`src/rtl/alu_flag_stage_pkg.sv`:
```
// Shared definitions for the ALU flag stage: flag bit positions and helpers.
// Optional overflow flag is enabled by defining ALU_FLAG_OVF_EN.
package alu_flag_stage_pkg;

    localparam int FLAGS_W = 4;
    localparam int FLAG_N  = 3;
    localparam int FLAG_Z  = 2;
    localparam int FLAG_C  = 1;
    localparam int FLAG_V  = 0;

    typedef logic [FLAGS_W-1:0] flags_t;

    // Pointer width for a FIFO of n entries, never below one bit.
    function automatic int ptr_w(input int n);
        return (n > 1) ? $clog2(n) : 1;
    endfunction

endpackage

```
`src/rtl/alu_flag_calc.sv`:
```
// Combinational NZCV flag derivation from the adder result.
// V is computed only when ALU_FLAG_OVF_EN is defined, otherwise tied to 0.
module alu_flag_calc
    import alu_flag_stage_pkg::*;
#(
    parameter int WIDTH = 32
) (
    input  logic [WIDTH-1:0] i_a,
    input  logic [WIDTH-1:0] i_b,
    input  logic [WIDTH-1:0] i_s,
    input  logic             i_c_out,
    output flags_t           o_flags
);

`ifdef ALU_FLAG_OVF_EN
    logic w_v;
    assign w_v = (i_a[WIDTH-1] == i_b[WIDTH-1])
               & (i_s[WIDTH-1] != i_a[WIDTH-1]);
`else
    logic w_v;
    logic w_unused_ab;
    assign w_v         = 1'b0;
    assign w_unused_ab = ^{i_a, i_b};
`endif

    // Assemble the flag nibble from the sum, carry and overflow.
    always_comb begin
        o_flags         = '0;
        o_flags[FLAG_N] = i_s[WIDTH-1];
        o_flags[FLAG_Z] = (i_s == '0);
        o_flags[FLAG_C] = i_c_out;
        o_flags[FLAG_V] = w_v;
    end

endmodule

```
`src/rtl/alu_flag_stage.sv`:
```
// Registered flag stage behind the 32-bit adder: small FIFO, sticky flags,
// retired-result counter. Define ALU_FLAG_OVF_EN to enable the V flag.
module alu_flag_stage
    import alu_flag_stage_pkg::*;
#(
    parameter int WIDTH = 32,
    parameter int DEPTH = 2,
    parameter int CNT_W = 16
) (
    input  logic             clk,
    input  logic             rst_n,
    input  logic             in_valid,
    output logic             in_ready,
    input  logic [WIDTH-1:0] a_in,
    input  logic [WIDTH-1:0] b_in,
    input  logic [WIDTH-1:0] s_in,
    input  logic             c_out_in,
    output logic             out_valid,
    input  logic             out_ready,
    output logic [WIDTH-1:0] s_q,
    output flags_t           flags_q,
    output flags_t           sticky_flags,
    input  logic             clr_sticky,
    output logic [CNT_W-1:0] result_count
);

    localparam int PW = ptr_w(DEPTH);
    localparam int CW = $clog2(DEPTH + 1);

    logic [WIDTH-1:0] r_mem_s [DEPTH];
    flags_t           r_mem_f [DEPTH];
    logic [PW-1:0]    r_wr_ptr;
    logic [PW-1:0]    r_rd_ptr;
    logic [CW-1:0]    r_count;
    logic [WIDTH-1:0] r_last_s;
    flags_t           r_last_f;
    flags_t           r_sticky;
    logic [CNT_W-1:0] r_res_cnt;

    flags_t           w_flags;
    logic             w_push;
    logic             w_pop;
    logic [WIDTH-1:0] w_head_s;
    flags_t           w_head_f;

    alu_flag_calc #(
        .WIDTH (WIDTH)
    ) u_calc (
        .i_a     (a_in),
        .i_b     (b_in),
        .i_s     (s_in),
        .i_c_out (c_out_in),
        .o_flags (w_flags)
    );

    // Ready and valid come from registered occupancy only.
    assign in_ready  = (r_count < CW'(DEPTH));
    assign out_valid = (r_count != '0);
    assign w_push    = in_valid & in_ready;
    assign w_pop     = out_valid & out_ready;
    assign w_head_s  = r_mem_s[r_rd_ptr];
    assign w_head_f  = r_mem_f[r_rd_ptr];

    // Head is shown while valid; the last popped value is held when empty.
    assign s_q          = out_valid ? w_head_s : r_last_s;
    assign flags_q      = out_valid ? w_head_f : r_last_f;
    assign sticky_flags = r_sticky;
    assign result_count = r_res_cnt;

    // Storage array; contents are qualified by occupancy, so no reset.
    always_ff @(posedge clk) begin
        if (w_push) begin
            r_mem_s[r_wr_ptr] <= s_in;
            r_mem_f[r_wr_ptr] <= w_flags;
        end
    end

    // Pointers and occupancy counter.
    always_ff @(posedge clk or negedge rst_n) begin
        if (!rst_n) begin
            r_wr_ptr <= '0;
            r_rd_ptr <= '0;
            r_count  <= '0;
        end else begin
            if (w_push) r_wr_ptr <= r_wr_ptr + PW'(1);
            if (w_pop)  r_rd_ptr <= r_rd_ptr + PW'(1);
            if (w_push && !w_pop)
                r_count <= r_count + CW'(1);
            else if (w_pop && !w_push)
                r_count <= r_count - CW'(1);
        end
    end

    // Hold value, sticky flags and retired-result counter, updated on pop.
    always_ff @(posedge clk or negedge rst_n) begin
        if (!rst_n) begin
            r_last_s  <= '0;
            r_last_f  <= '0;
            r_sticky  <= '0;
            r_res_cnt <= '0;
        end else begin
            if (w_pop) begin
                r_last_s  <= w_head_s;
                r_last_f  <= w_head_f;
                r_res_cnt <= r_res_cnt + CNT_W'(1);
                r_sticky  <= clr_sticky ? w_head_f
                                        : (r_sticky | w_head_f);
            end else if (clr_sticky) begin
                r_sticky <= '0;
            end
        end
    end

endmodule

```
`config.mk`:
```
export PLATFORM = sky130hd
export DESIGN_NAME = alu_flag_stage
export DESIGN_NICKNAME = d
export VERILOG_FILES = /design/src/rtl/alu_flag_stage_pkg.sv /design/src/rtl/alu_flag_calc.sv /design/src/rtl/alu_flag_stage.sv
export SDC_FILE = /design/constraint.sdc
export NUM_CORES = 1
export LEC_CHECK = 0
export BUFFER_PORTS_ARGS = -buffer_cell sky130_fd_sc_hd__buf_2
export CORE_ASPECT_RATIO = 0.6
export CORE_UTILIZATION = 55
export CTS_CLUSTER_SIZE = 10
export DETAILED_ROUTE_END_ITERATION = 8
export PLACE_DENSITY = 0.88
export SLEW_MARGIN = 30
export SYNTH_ARGS = -nofsm -noshare
export SYNTH_HDL_FRONTEND = slang
export SYNTH_SLANG_ARGS = --single-unit
```
`constraint.sdc`:
```
create_clock -name clk -period 5.05 [get_ports clk]
set_input_delay 0 -clock clk [delete_from_list [all_inputs] [get_ports clk]]
set_output_delay 0 -clock clk [all_outputs]
set_load 0.005 [all_outputs]
```
==> run metrics, run 1 <==
run status finished with violations; violated checks design-rule violations; fin crit period ~2100 ps; RR Endpoint r_mem_s[1][7]; ant diodes 0; Tcrit/Tclk final 0.4126; Peak VDD IR 333.7 uV; Clk Latency, worst-skew pair a little over 400 ps; Vias 3409; library cells used by synthesis 30; crit-path cells mux2i_1, a21oi_1, buf_2; worst min-delay path startpoint out_ready; drt wl/cell approximately 16 microns; count of final setup violators 0; clk slew on worst S/H paths roughly 60 ps; Worst path slowest cell dfrtp_4; layout cells sized above 1 0.2566; RSZ-0062 raised after global routing false; Setup TNS 0 ps; Fill cells approximately 540; Least-Margin Pin Slew 883.2 ps; total of max-cap violations 0; nets@finish about 620; initial core utilization 0.5781; slew margin rel. 0.4112; TritonCTS buffer count 17; Port Buffers slightly above 90; WS Path Type reg2out; Syn Area/Cell between 10 and 15 sq um; Worst Path Arrival 2080 ps; Final Skew about 5.8 ps; Reg area about 3500 sq um; yosys warns 0; worst hold-check path type in2reg; Final ANT Viol Nets 0; FF-to-FF Start r_count[1]; largest net degree at the start of global routing between 70 and 80; drt initial violations between 300 and 400; DRT Pass-1 Iters 7; # resized after CTS 0; CP max FO 35; initial antenna violation count 0; worst hold path depth 4; clock root cell clkbuf_16; Cells after Synth about 400; worst hold endpoint r_count[0]; Residual DRC 5; Area growth syn-to-layout 29.55%; total global routing overflow 0; CTS Sinks between 100 and 150; DP Wirelength 6.306 mm; Synth top area share 0.4067; cell taking the most area after synthesis edfxtp_1; I/O pins 160; vias per cell ~5.3; area of the die roughly 9500 sq um; ranking of synthesized cells by area edfxtp_1 41%, dfrtp_1 28%, mux2i_1 6.8%, a21oi_1 3.4%, o21ai_0 3.4%; CP Launch Type register; slowest stage delay, CP roughly 850 ps; Multi-input gate area between 1000 and 1500 sq um; static leakage 2.783 nW; CORE AREA between 8000 and 9000 sq um; number of global-route vias before repair between 3000 and 4000; Total GRT Usage 0.2357; Non-Filler Instances between 600 and 700; die width ~130 microns; Worst Setup End Kind output port; pwr/cell area ~600 nW/um^2; Placer Congestion around 0.76; CP required roughly 5100 ps; worst-case clock buffer depth 2; Peak Freq approximately 0.48 GHz; global-route wire length before repair around 17 mm; CTS tree done; R2R Setup Slk 3070 ps; Reg2Reg Depth 2; Overall Power approximately 3.9 mW; setup bufs post-CTS 0; htree depth 4; Synth Register Bits approximately 130; register area share after synthesis 0.6908; row count 26; Total Wirelength between 10 and 15 mm; final number of hold-violating endpoints 0; mapped cell area approximately 5000 sq um; Placed Cells ~570; Die Y between 70 and 80 microns; Slew Limit Fails 0
[cell usage after synthesis]
library cell  number
a21oi_1           34
and2_1             1
and3_1             1
and4_1             1
buf_2             11
buf_4              4
clkbuf_1           8
conb_1             1
dfrtp_1           57
edfxtp_1          68
ha_1               2
inv_1              5
mux2_2             1
mux2i_1           34
nand2_1           41
nand3_1            4
nand4_1            4
nand4_4            1
nor2_1            39
nor2b_1            2
nor3_2             1
nor4_1             8
nor4_4             1
o211ai_1           1
o21ai_0           34
o21ai_2            1
o22ai_1            3
or2_1              1
xnor2_1           15
xor2_1             5
[state kept, by name (all words and copies together) (netlist names)]
register	cells
r_last_f	2
sticky_flags	3
r_mem_s	63
r_mem_f	5
r_wr_ptr	1
result_count	16
r_rd_ptr	1
r_last_s	32
r_count	2
[metal layers]
metal  up-vias  track usage  part of all wire
li1       1641            -                 -
met3         8      0.06671             0.054
met5         -            0                 0
met1      1646       0.3176              0.46
met4         0      0.08537            0.0067
met2       114       0.3698              0.48
[area by class of cell]
class	instances	area share
sequential	125	0.5338
multi-input combinational	237	0.2216
timing repair buffer	131	0.1319
clock buffer	17	0.06540
clock inverter	15	0.02289
tap	112	0.02154
inverter	5	0.002885
[stage by stage]
step	hold WS [ps]	worst slack, ps	utilization	instance area [sq um]
global placement	190.8	3038	0.6387	5548
floorplan	-295.6	2410	-	5025
global route	45.51	2856	0.7489	6505
finish	36.38	2966	0.7489	6505
CTS	16.69	2942	0.7458	6477
detailed placement	199.9	2969	0.6393	5553
[placed cells by master, fill, tap and decap left out, drive strengths merged, types with 3 or more instances in the layout]
master and instances:
nand4 5, mux2i 34, clkinv 5, nor2 39, dfrtp 57, clkbuf 17, nand2 41, dlygate4sd3 35
o21ai 35, nor4 9, edfxtp 68, xnor2 15, clkinvlp 7, inv 6, o22ai 3, buf 96
xor2 5, a21oi 34, nand3 4
[worst max-delay path: cells and delay by family, from the launching register on]
family                 cells  cell delay, ps
AO/OA/AOI/OAI              1             150
multiplexers               1             500
buffers and inverters      1             170
flip-flops                 1             850
[worst max-delay path by stage]
stage                     depth (start not counted)  startpoint        endpoint
after global placement                            2  r_count[1]  r_mem_s[0][19]
after floorplan                                   2  r_count[1]   r_mem_f[0][0]
after detailed placement                          2  r_count[1]  r_mem_s[0][22]
final                                             3    r_rd_ptr      flags_q[3]
after CTS                                         2  r_count[1]  r_mem_s[0][22]
after global routing                              4  r_count[0]         s_q[25]
[logic make-up (layout without fill, tap and decap cells)]
family	Yosys count	after routing	share of synthesized area
buffers and inverters	28	168	0.02666
adders and majority gates	2	2	0.004983
xor gates and xnor gates	20	20	0.03489
DFF	125	125	0.6908
and+or+nand+nor	105	105	0.09719
muxes	35	35	0.07002
AOI/OAI and AO/OA	73	73	0.07476
other	1	2	0.0007469
[timing repair]
action                                 in CTS  in global routing
hold buffers                               35                  0
setup endpoints to repair                   0                  0
endpoints found under the hold margin     126                  0
[power breakdown]
part           switching (mW)  internal, mW  leakage, nW
Sequential              0.232          1.38         1.34
Combinational           0.600         0.492         1.18
Clock                   0.437         0.721        0.261
Power figures use the tool's default switching activity.
==> run 2, diff against run 1 <==
--- a/config.mk
+++ b/config.mk
@@ -7,10 +7,10 @@
 export LEC_CHECK = 0
 export BUFFER_PORTS_ARGS = -buffer_cell sky130_fd_sc_hd__buf_2
 export CORE_ASPECT_RATIO = 0.6
-export CORE_UTILIZATION = 55
+export CORE_UTILIZATION = 46
 export CTS_CLUSTER_SIZE = 10
 export DETAILED_ROUTE_END_ITERATION = 8
-export PLACE_DENSITY = 0.88
+export PLACE_DENSITY = 0.79
 export SLEW_MARGIN = 30
 export SYNTH_ARGS = -nofsm -noshare
 export SYNTH_HDL_FRONTEND = slang
==> constraint.sdc (replaced) <==
create_clock -name clk -period 1.9 [get_ports clk]
set_input_delay 0 -clock clk [delete_from_list [all_inputs] [get_ports clk]]
set_output_delay 0 -clock clk [all_outputs]
set_load 0.005 [all_outputs]
==> run 2 against run 1 <==
Net effect:
- the run now ends clean
- combinational power increased to 3.0 times the previous value
- register-to-register slack got worse by 2900 ps
- sequential share of layout area decreased by 0.91 points
- critical path type unchanged
- highest routed layer unchanged
- final cell count increased by 5.1%
- count of clock-buffer cells in the layout increased by 5
==> run metrics, run 2 (synthesized netlist as in run 1, its figures left out) <==
Area growth syn-to-layout 31.70%; worst hold endpoint result_count[1]; htree depth 4 (unchanged); R2R Setup Slk 200 ps (-2870 ps); vias per cell 5.212 (-1.8%); clk slew on worst S/H paths 50 ps (about the same); Reg2Reg Depth 3 (+1); Peak VDD IR 1058 uV (+220%); drt wl/cell 15.86 microns (-1.4%); TritonCTS buffer count 17 (unchanged); static leakage 2.843 nW (+2.1%); Finished Core Util 0.6241 (-0.1248); count of final setup violators 0 (unchanged); final number of hold-violating endpoints 0 (unchanged); Worst Path Arrival 1820 ps (-260 ps); Tcrit/Tclk final 0.9603; commonest non-fill, non-tap cells in the layout 93 x buf_2, 68 x edfxtp_1, 56 x dfrtp_1, 41 x nand2_1, 39 x nor2_1; Final Skew 7.531 ps (+1.716 ps); CP Launch Type register; row count 29 (+12%); worst-case clock buffer depth 2 (unchanged); CP max FO 31 (-11%); WS Path Type reg2out; nets@finish 628 (+1.1%); run status finished clean; worst hold-check path type in2reg; RSZ-0062 raised after global routing false; RR Endpoint r_mem_s[0][6]; Peak Freq between 0.5 and 0.6 GHz; layout cells sized above 1 0.2593 (+0.002725); total global routing overflow 0 (unchanged); total of max-cap violations 0 (unchanged); CTS tree done; Slew Limit Fails 0 (unchanged); ant diodes 0 (unchanged); worst min-delay path startpoint out_ready; Setup TNS 0 ps (unchanged); DP Wirelength 6.652 mm (+5.5%); dpl cell area 5692 sq um (+2.5%); Total Wirelength 10.71 mm (+3.7%); pwr/cell area 1574 nW/um^2 (+160%); largest net degree at the start of global routing 47 (-39%); FF-to-FF Start r_count[1]; Placer Congestion 0.7639 (+0.70%); Vias 3518 (+3.2%); die width 136.9 microns (+9.2%); CTS Sinks 125 (unchanged); Total GRT Usage 0.2031 (-0.03261); final instance area 6613 sq um (+1.7%); Clk Latency, worst-skew pair 410 ps (about the same); drt initial violations 262 (-19%); initial core utilization 0.4739 (-0.1042); Residual DRC 0 (-5); Reg with most FFs r_mem_s; area of the die 11350 sq um (+19%); global-route wire length before repair 17.14 mm (+1.1%); CP required 1900 ps (-3150 ps); Final ANT Viol Nets 0 (unchanged); number of flip-flops in the largest register 63 (unchanged); Port Buffers 93 (unchanged); I/O pins 160 (unchanged); fin crit period ~1800 ps; DRT Pass-1 Iters 4 (-3); CORE AREA 10600 sq um (+22%); Die Y 82.93 microns (+9.1%); setup bufs post-CTS 0 (unchanged); number of global-route vias before repair 3469 (+1.6%); worst hold path depth 3 (-1); commonest non-fill, non-tap cell in the layout buf_2; Worst Setup End Kind output port; initial antenna violation count 0 (unchanged); Overall Power 10.41 mW (+170%); clock root cell clkbuf_16
run 2: cell types whose count changed in the layout (fill, tap and decap cells not counted), sizes merged:
cell and change:
buf +7, clkbuf +5, clkinv +1, clkinvlp -6, inv -1
run 2: power breakdown:
group | total, mW | switching (mW) | internal, mW
clock network | 3.07 | 1.10 | 1.97
registers | 4.11 | 0.441 | 3.67
logic | 3.23 | 1.82 | 1.42
total | 10.4 | 3.35 | 7.05
run 2: layer usage:
layer  global-route usage  part of all wire  vias to the layer above
li1                     -                 -                     1653
met1               0.2800              0.47                     1738
met2               0.3092              0.47                      105
met3              0.05311             0.054                       22
met4              0.07792             0.015                        0
met5                    0                 0                        -
run 2: worst max-delay path by stage:
stage | start | to
2_1_floorplan | r_count[0] | r_count[1]
3_3_place_gp | r_count[1] | r_mem_s[0][8]
3_5_place_dp | r_count[1] | r_mem_s[0][7]
4_1_cts | r_count[0] | s_q[2]
5_1_grt | r_count[0] | s_q[2]
6_report | r_count[0] | s_q[25]
run 2: metrics by stage:
step           setup WS [ps]  hold WS (ps)  std cells
2_1_floorplan          238.7        -295.6        390
3_3_place_gp           259.4        -97.10        609
3_5_place_dp           210.7        -90.91        609
4_1_cts                18.25         7.202        675
5_1_grt                22.27         23.71        675
6_report               75.45         14.14        675
run 2: final cells by class:
class                      count  area [sq um]
inverter                       5         18.77
timing repair buffer         138         948.4
fill                         786          3983
clock inverter                 9         95.09
tap                          139         173.9
multi-input combinational    237          1443
sequential                   125          3470
clock buffer                  22         464.2
run 2: repair_timing:
item                                   4_1_cts  5_1_grt
setup endpoints to repair                    0        6
gates resized for setup                      0        3
hold buffers                                35        0
endpoints found under the hold margin      126        0
run 2: critical path: stages (launching register included):
cell     delay (ps)
dfrtp_1         450
or2_2           360
buf_6           190
a21oi_1         240
buf_2           160
==> run 3, diff against run 2 <==
--- a/config.mk
+++ b/config.mk
@@ -7,10 +7,10 @@
 export LEC_CHECK = 0
 export BUFFER_PORTS_ARGS = -buffer_cell sky130_fd_sc_hd__buf_2
 export CORE_ASPECT_RATIO = 0.6
-export CORE_UTILIZATION = 46
+export CORE_UTILIZATION = 45
 export CTS_CLUSTER_SIZE = 10
 export DETAILED_ROUTE_END_ITERATION = 8
-export PLACE_DENSITY = 0.79
+export PLACE_DENSITY = 0.78
 export SLEW_MARGIN = 30
 export SYNTH_ARGS = -nofsm -noshare
 export SYNTH_HDL_FRONTEND = slang
==> run 3 against run 2 <==
Net effect:
- the flow now finishes with violations (design-rule violations)
- utilization is 0.090 points higher
- global-route usage hardly changed
- die area is 2.2% higher
- power is 1.3% higher
==> run metrics, run 3 (synthesized netlist as in run 1, its figures left out) <==
RR Endpoint r_mem_s[0][18]; worst hold endpoint result_count[9]; final number of hold-violating endpoints 0 (unchanged); static leakage 2.890 nW (+1.6%); run status finished with violations; Reg with most FFs r_mem_s; Slew Limit Fails 0 (unchanged); CP bufs+invs 2 (unchanged); switching power 3.378 mW (+0.74%); Final Skew 11.61 ps (+4.079 ps); Vias 3525 (+0.20%); CORE AREA 10700 sq um (+1.0%); slowest stage delay, CP 460 ps (about the same); CP max FO 16 (-48%); TritonCTS buffer count 17 (unchanged); final instance area 6690 sq um (+1.2%); Peak Freq 0.5583 GHz (+1.9%); row count 29 (unchanged); Peak VDD IR 916.9 uV (-13%); worst hold-check path type in2reg; Setup TNS 0 ps (unchanged); internal power 7.169 mW (+1.6%); drt initial violations 239 (-8.8%); nets@finish 633 (+0.80%); RSZ-0062 raised after global routing false; crit-path cells or2_4, buf_4, a21oi_1, buf_2; total of max-cap violations 0 (unchanged); dpl cell area 5747 sq um (+0.97%); Placer Congestion 0.7748 (+1.4%); commonest non-fill, non-tap cell in the layout buf_2; total global routing overflow 0 (unchanged); Worst path slowest cell dfrtp_1; Area growth syn-to-layout 33.24%; DP Wirelength 7.055 mm (+6.1%); critical path's top delay family flip-flops; violated checks design-rule violations; largest net degree at the start of global routing 44 (-6.4%); clk slew on worst S/H paths 50 ps (about the same); R2R Setup Slk 360 ps (+160 ps); CP required 1900 ps (about the same); number of flip-flops in the largest register 63 (unchanged); Worst Path Arrival 1790 ps (-30 ps); vias per cell 5.176 (-0.68%); Worst Setup End Kind output port; Residual DRC 16 (+16); Clk pwr share 0.294 (about the same); worst hold path depth 5 (+2); ant diodes 0 (unchanged); DRT Pass-1 Iters 7 (+3); FF-to-FF Start r_count[1]; clock root cell clkbuf_16; pwr/cell area 1577 nW/um^2 (+0.16%); area of the die 11600 sq um (+2.2%); combinational share of power 0.315 (+0.004); initial core utilization 0.4691 (-0.004819); number of global-route vias before repair 3524 (+1.6%); CP Launch Type register; htree depth 4 (unchanged); CTS Sinks 125 (unchanged); Sw Share 0.3203 (-0.001884); I/O pins 160 (unchanged); Reg2Reg Depth 3 (unchanged); fin crit period 1791 ps (-33.42 ps); CTS tree done; Die Y 83.82 microns (+1.1%); Seq pwr share 0.391 (-0.004); Clk Latency, worst-skew pair 410 ps (about the same); initial antenna violation count 0 (unchanged); WS Path Type reg2out; worst-case clock buffer depth 2 (unchanged); Port Buffers 93 (unchanged); drt wl/cell 15.92 microns (+0.33%); die width 138.4 microns (+1.1%); layout cells sized above 1 0.2694 (+0.01004); Total Wirelength 10.84 mm (+1.2%); Final ANT Viol Nets 0 (unchanged); commonest non-fill, non-tap cells in the layout 93 x buf_2, 68 x edfxtp_1, 56 x dfrtp_1, 41 x nand2_1, 39 x nor2_1; Total GRT Usage 0.2036 (+0.0004847); count of final setup violators 0 (unchanged); global-route wire length before repair 17.55 mm (+2.4%); worst min-delay path startpoint out_ready; Tcrit/Tclk final 0.9427 (-0.01759)
==> run 3: worst register-to-register path, cell delays in order, from the launching register on <==
cell     delay [ps]
dfrtp_1         440
nor2b_1         230
nor2b_4         360
buf_12          220
==> run 3: routing by layer <==
layer  track usage  wire [microns]  up-vias
met4        0.1052             217        0
met2        0.3124            4930      133
li1              -               -     1669
met5             0               0        -
met1        0.2642            5041     1699
met3       0.06024             649       24
==> run 3: cell type report <==
| class | instances | area, sq um |
|---|---|---|
| Fill cell | 824 | 4014 |
| Inverter | 5 | 18.77 |
| Clock inverter | 5 | 27.53 |
| Sequential cell | 125 | 3470 |
| Timing Repair Buffer | 143 | 1003 |
| Multi-Input combinational cell | 237 | 1441 |
| Clock buffer | 27 | 555.5 |
| Tap cell | 139 | 173.9 |
==> run 3: per-stage QoR <==
step	utilization	power [mW]	setup slack [ps]	hold slack, ps	std cells
after floorplan	-	5.992	238.7	-295.6	390
after global placement	0.5369	7.279	350.2	-23.16	613
after detailed placement	0.5369	7.417	322.3	-9.046	613
after CTS	0.6243	10.60	0.02576	60.52	680
after global routing	0.6250	11.20	10.11	91.53	681
final	0.6250	10.55	108.9	65.71	681
==> run 3: worst max-delay path by stage <==
stage,endpoint,depth (start not counted),startpoint,slack (ps)
finish,s_q[14],4,r_count[0],110
global route,s_q[14],5,r_count[0],10
CTS,s_q[24],5,r_count[0],0.03
detailed placement,s_q[24],5,r_count[0],320
global placement,s_q[23],4,r_count[0],350
floorplan,r_count[1],7,r_count[0],240
==> run 3: repair_timing <==
action / 4_1_cts / 5_1_grt
buffers inserted: 0 / 1
hold buffers: 35 / 0
pin swaps: 1 / 1
setup endpoints to repair: 27 / 13
resized for setup: 1 / 0
endpoints found under the hold margin: 126 / 0
==> run 3: power by group through the flow <==
stage / Combinational (mW) / Clock (mW) / Sequential [mW]
after global placement: 3.17 / 0 / 4.11
final: 3.32 / 3.10 / 4.12
after detailed placement: 3.26 / 0 / 4.16
after global routing: 3.71 / 3.28 / 4.22
after floorplan: 1.96 / 0 / 4.03
after CTS: 3.33 / 3.14 / 4.13
